`src/rtl/rob_retire.sv`:
```
`default_nettype none
// ============================================================================
//  Module   : rob_retire
//  Purpose  : Circular reorder buffer with N_WAY in-order dispatch, CDB
//             completion marking and N_WAY in-order prefix retirement.
//  Revision : 1.0 - initial release
// ============================================================================
module rob_retire #(
    parameter  int N_WAY     = 2,
    parameter  int ROB_DEPTH = 8,
    parameter  int TAG_BITS  = 6,
    localparam int IDX_BITS  = $clog2(ROB_DEPTH),
    localparam int CNT_BITS  = IDX_BITS + 1
) (
    input  logic                         clock,
    input  logic                         reset,
    input  logic [N_WAY-1:0]             disp_valid,
    input  logic [N_WAY*TAG_BITS-1:0]    disp_tag,
    input  logic [N_WAY*TAG_BITS-1:0]    disp_tag_old,
    output logic                         disp_stall,
    output logic [N_WAY*IDX_BITS-1:0]    disp_rob_idx,
    input  logic [N_WAY-1:0]             cdb_valid,
    input  logic [N_WAY*IDX_BITS-1:0]    cdb_rob_idx,
    input  logic                         flush,
    output logic [N_WAY-1:0]             ret_valid,
    output logic [N_WAY*TAG_BITS-1:0]    ret_tag,
    output logic [N_WAY*TAG_BITS-1:0]    ret_tag_old,
    output logic [CNT_BITS-1:0]          rob_count,
    output logic                         empty,
    output logic                         full
);

    localparam logic [CNT_BITS-1:0] c_DEPTH = CNT_BITS'(ROB_DEPTH);
    localparam logic [CNT_BITS-1:0] c_NWAY  = CNT_BITS'(N_WAY);

    logic                r_valid    [ROB_DEPTH];
    logic                r_complete [ROB_DEPTH];
    logic [TAG_BITS-1:0] r_tag      [ROB_DEPTH];
    logic [TAG_BITS-1:0] r_tag_old  [ROB_DEPTH];
    logic [IDX_BITS-1:0] r_head;
    logic [IDX_BITS-1:0] r_tail;
    logic [CNT_BITS-1:0] r_count;

    logic [IDX_BITS-1:0] w_ret_idx  [N_WAY];
    logic [IDX_BITS-1:0] w_disp_idx [N_WAY];
    logic [N_WAY-1:0]    w_ret_valid;
    logic                w_prefix;
    logic [CNT_BITS-1:0] w_n_ret;
    logic [CNT_BITS-1:0] w_n_disp;
    logic                w_stall;

    generate
        for (genvar g = 0; g < N_WAY; g++) begin : g_lane
            assign w_ret_idx[g]  = r_head + IDX_BITS'(g);
            assign w_disp_idx[g] = r_tail + IDX_BITS'(g);
            assign disp_rob_idx[g*IDX_BITS +: IDX_BITS] =
                reset ? w_disp_idx[g] : IDX_BITS'(g);
        end
    endgenerate

    // Stall looks only at the registered occupancy, never at this cycle's retirements.
    assign w_stall = (c_DEPTH - r_count) < c_NWAY;

    always_comb begin
        w_ret_valid = '0;
        w_n_ret     = '0;
        w_prefix    = reset & ~flush;
        for (int i = 0; i < N_WAY; i++) begin
            w_prefix       = w_prefix & r_valid[w_ret_idx[i]] & r_complete[w_ret_idx[i]];
            w_ret_valid[i] = w_prefix;
            if (w_prefix) begin
                w_n_ret = w_n_ret + CNT_BITS'(1);
            end
        end
    end

    always_comb begin
        w_n_disp = '0;
        if (!w_stall) begin
            for (int i = 0; i < N_WAY; i++) begin
                if (disp_valid[i]) begin
                    w_n_disp = w_n_disp + CNT_BITS'(1);
                end
            end
        end
    end

    always_comb begin
        ret_tag     = '0;
        ret_tag_old = '0;
        for (int i = 0; i < N_WAY; i++) begin
            if (w_ret_valid[i]) begin
                ret_tag[i*TAG_BITS +: TAG_BITS]     = r_tag[w_ret_idx[i]];
                ret_tag_old[i*TAG_BITS +: TAG_BITS] = r_tag_old[w_ret_idx[i]];
            end
        end
    end

    assign ret_valid  = w_ret_valid;
    assign rob_count  = reset ? r_count : '0;
    assign empty      = (rob_count == '0);
    assign full       = (rob_count == c_DEPTH);
    assign disp_stall = reset & w_stall;

    // Later non-blocking writes win: CDB, then retire clear, then dispatch.
    always_ff @(posedge clock) begin
        if (!reset || flush) begin
            for (int e = 0; e < ROB_DEPTH; e++) begin
                r_valid[e]    <= 1'b0;
                r_complete[e] <= 1'b0;
            end
            r_head  <= '0;
            r_tail  <= '0;
            r_count <= '0;
        end else begin
            for (int i = 0; i < N_WAY; i++) begin
                if (cdb_valid[i] && r_valid[cdb_rob_idx[i*IDX_BITS +: IDX_BITS]]) begin
                    r_complete[cdb_rob_idx[i*IDX_BITS +: IDX_BITS]] <= 1'b1;
                end
            end
            for (int i = 0; i < N_WAY; i++) begin
                if (w_ret_valid[i]) begin
                    r_valid[w_ret_idx[i]]    <= 1'b0;
                    r_complete[w_ret_idx[i]] <= 1'b0;
                end
            end
            if (!w_stall) begin
                for (int i = 0; i < N_WAY; i++) begin
                    if (disp_valid[i]) begin
                        r_valid[w_disp_idx[i]]    <= 1'b1;
                        r_complete[w_disp_idx[i]] <= 1'b0;
                        r_tag[w_disp_idx[i]]      <= disp_tag[i*TAG_BITS +: TAG_BITS];
                        r_tag_old[w_disp_idx[i]]  <= disp_tag_old[i*TAG_BITS +: TAG_BITS];
                    end
                end
            end
            r_head  <= r_head + w_n_ret[IDX_BITS-1:0];
            r_tail  <= r_tail + w_n_disp[IDX_BITS-1:0];
            r_count <= r_count + w_n_disp - w_n_ret;
        end
    end

endmodule
`default_nettype wire

```
`config.mk`:
```
export PLATFORM = sky130hd
export DESIGN_NAME = rob_retire
export DESIGN_NICKNAME = d
export VERILOG_FILES = /design/src/rtl/rob_retire.sv
export SDC_FILE = /design/constraint.sdc
export NUM_CORES = 1
export LEC_CHECK = 0
export CORE_UTILIZATION = 35
export CTS_CLUSTER_DIAMETER = 80
export CTS_CLUSTER_SIZE = 20
export DETAILED_ROUTE_END_ITERATION = 16
export SYNTH_ARGS = -nofsm -noshare
export SYNTH_HDL_FRONTEND = slang
export SYNTH_SLANG_ARGS = --single-unit
```
`constraint.sdc`:
```
create_clock -name clock -period 4.69 [get_ports clock]
set_input_delay 0.938 -clock clock [delete_from_list [all_inputs] [get_ports clock]]
set_output_delay 0.938 -clock clock [all_outputs]
set_load 0.02 [all_outputs]
```
==> impl.org <==
** Layout
- Proportion of layout cells with a drive suffix above 1 :: 0.2531
- The area growth from synthesis to layout is 19.76%.
- Area taken by multi-input logic gates :: 0.004242 mm²
- Across the whole layout, storage elements account for 0.003408 mm².
- Final instance area :: 0.009515 mm²
- For this run, the post-layout net count is 833.
- The repair_antennas step left the layout with diodes totalling 0.
- For this run, the share of the core covered by cells in the final layout is 0.4320.
- After filler insertion, the fill cell instance count of the layout stands at ~2100.

** Yosys
- Each instance of the synthesized netlist takes up on average 11.10 µm².
- After synthesis, the netlist uses 66 different library cells.
- Cell area after technology mapping :: 0.007945 mm²
- Of the synthesized area, sequential elements account for 0.4283.
- Commonest cells post-synth :: mux2_2 (106), edfxtp_1 (96), nor2_1 (46)
- Of the post-synthesis cell area, the dominant cell type holds 0.3628.
- The biggest area contributor in the post-synthesis netlist is edfxtp_1.
- By instance count, the leading cell after synthesis is mux2_2.
- Ranked by total cell area, the synthesized netlist is headed by edfxtp_1 (36%), mux2_2 (15%), dfxtp_1 (6.6%), mux4_2 (5.1%), mux2i_1 (3.8%).
- Async set or reset register ratio after synthesis :: 0
- Yosys printed 0 warnings.
- Among all flip-flop cells after synthesis, the most frequent one is edfxtp_1.
- In this run, synthesis produced a sequential element count of 122.
- EDFF count, synth :: 96
- Cells after synthesis :: roughly 700
- Synthesized netlist net count :: 768

** Floorplan
- Std cell rows :: 54
- The die is 152.7 µm tall.
- The floorplan step defined a core boundary enclosing 0.02203 mm².
- Width of the die :: about 150 µm
- Num ports :: 76
- Die ar. :: 0.02331 mm²
- Starting utilization of the core area :: 0.3607

** Status
- Violations in the final reports :: design-rule violations
- The run finished, with violations left.

** STA
- Slew margin rel. :: 0.3664
- The count of final hold-check violations came to 0.
- The smallest clock period supported by the final layout is computed as ~4.6 ns.
- Worst hold slack :: around 0.52 ns
- In the post-route analysis, the smallest setup slack over all paths is a little over 0.1 ns.
- Across the routed clock network, the largest skew measured is 0.01104 ns.
- Setup repair after global routing left no endpoint under its margin.
- Static timing analysis puts the maximum clock frequency at 218.0 MHz.
- At the pin with the least slew margin, the transition time is 0.9484 ns.
- Max-slew violations :: 0
- Setup violations remaining at the end of the flow were counted as 0.
- In the finished design, the share of the clock period the worst path needs comes to 0.9779.
- Final setup TNS :: 0 ns

** Clocking
- In this run the clock root is driven by a clkbuf_16.
- The clock passes through at most 2 buffers.
- The H-tree was split into 4 levels.
- CTS tree :: built
- The clock reaches the later pin of the worst-skew pair after ~0.42 ns.
- For this design, the CTS-stage hold fixing added 0 buffers.
- Clock tree synthesis found a total of 122 sinks.
- Number of clock buffers inserted by TritonCTS :: 17
- Register clock-pin slew on the reported worst setup and hold paths :: 0.06 ns

** Setup path
- Arrival time of data at the critical path endpoint :: 3.65 ns
- By startpoint and endpoint, the worst setup path is classified as flop to primary output.
- Of all nets on the critical path, the largest fanout is 13.
- Required time of the critical path :: 3.75 ns
- Type of element capturing the critical path :: primary output
- Critical Path Start Type :: flop

** Detailed routing
- Summed over all layers, the routed wires come to 23.97 mm.
- Wirelength per Cell :: 22.32 µm
- After detailed routing, the number of vias per cell comes to around 5.8.
- After the first detailed-routing iteration, the DRC count stood at 532.
- Number of vias in the routed layout :: between 6000 and 7000
- Number of antenna-violating nets in the routed design :: 0
- Router iterations before antenna repair :: 11
- After detailed routing, the number of remaining DRC violations is 6.

** Placed design
- At the placement stage, the worst setup path has a slack of 0.2980 ns.
- Number of port buffers :: 75
- Placer Congestion :: 0.8740
- After detailed placement, the total cell area comes to 0.008979 mm².
- The HPWL after detailed placement is about 16 mm.

** Job
- Across the run, the number of max-cap violations was 0.

** Power and ir drop
- NetSw :: 719.9 µW
- The internal power of the cells totals 2037 µW.
- Power share of the clock group :: 0.431
- Logic gate share of total power :: 0.123
- Highest ir drop seen on vdd :: ~0.24 mV
- In this run the power density over the cells is 289.8 mW/mm².
- Share of total power consumed by net switching :: 0.2611
- LEAKAGE :: 0.003070 µW
- Of the total power, registers draw 0.446.

** Global route
- The first global-routing pass estimated 36.94 mm of wire.
- Pin count of the biggest net entering global routing :: 49
- Grt total ovfl :: 0
- GR Util All Layers :: 0.2113
- Vias in the first global route :: 6145
- Antenna violations before repair :: 0

** Hold path
- The path class of the tightest hold or removal check is flop to flop.
==> path summary, 6_finish.rpt <==
check,from,end,slack [ns],cells past startpoint
setup / recovery,r_head[1],ret_tag_old[3],0.10,6
hold / removal,r_valid[5],r_valid[5],0.52,2
setup reg to reg,r_head[1],r_count[3],0.63,13
hold reg to reg,r_valid[5],r_valid[5],0.52,2
==> per-layer routing <==
layer,global-route usage,wire length [µm],vias to the layer above,share of wire
met5,0,0,-,0
met4,0.06445,431,0,0.018
met3,0.04408,1726,34,0.072
met2,0.3394,11250,253,0.47
met1,0.2851,10560,3088,0.44
li1,-,-,2895,-
==> power groups by stage <==
stage | logic, µW | clock network, µW | registers (µW)
after detailed placement | 336 | 0 | 1250
after CTS | 339 | 1200 | 1230
after global routing | 374 | 1250 | 1230
final | 339 | 1190 | 1230
after global placement | 336 | 0 | 1250
after floorplan | 218 | 0 | 1240
==> registers in the layout, summed over array words and instances, names as in the netlist <==
register,cells
r_head,3
r_valid,8
r_tail,3
r_count,4
r_complete,8
r_tag,48
r_tag_old,48
==> worst max-delay path: stages (launching register included) <==
cell	delay (ns)
dfxtp_1	0.60
or2b_1	0.37
o22ai_1	0.22
o22ai_2	0.11
or2_0	0.52
a2111oi_1	0.69
clkdlybuf4s50_1	0.72
==> layout make-up <==
type / count / area share
timing repair buffer: 96 / 0.09546
sequential: 122 / 0.3582
tap: 280 / 0.03682
clock buffer: 19 / 0.04550
multi-input combinational: 524 / 0.4458
inverter: 20 / 0.007890
clock inverter: 13 / 0.01039
==> kinds of logic after synthesis <==
| logic type | Yosys count | share of synthesized area |
|---|---|---|
| adders and majority gates | 15 | 0.02740 |
| xor gates and xnor gates | 9 | 0.01087 |
| DFF | 122 | 0.4283 |
| buffers and inverters | 70 | 0.04079 |
| AOI/OAI and AO/OA | 137 | 0.1167 |
| and+or+nand+nor | 209 | 0.1369 |
| muxes | 154 | 0.2391 |
==> placed cells by master, fill, tap and decap left out, types with 9 or more instances in the layout <==
cell,instances
mux2i_1,30
inv_1,19
buf_4,21
nor3_1,26
clkbuf_16,17
nand2b_1,9
and2_1,16
nor2_1,46
o22ai_1,17
nor2b_1,9
a211oi_1,9
mux2_2,106
o21ai_0,29
nor4_1,13
nand2_1,44
mux4_2,18
ha_1,10
clkdlybuf4s50_1,75
dfxtp_1,24
edfxtp_1,96
a21oi_1,25
==> per-stage QoR <==
step | cells | power (µW)
floorplan | 716 | 1460
global placement | 1042 | 1588
detailed placement | 1042 | 1588
CTS | 1074 | 2771
global route | 1074 | 2861
finish | 1074 | 2757
==> what timing repair did <==
item                                    CTS  global route
resized for setup                         1             2
endpoints found under the setup margin    1             4
setup buffers                             0             0
No activity file was read; power rests on OpenSTA's default activity.
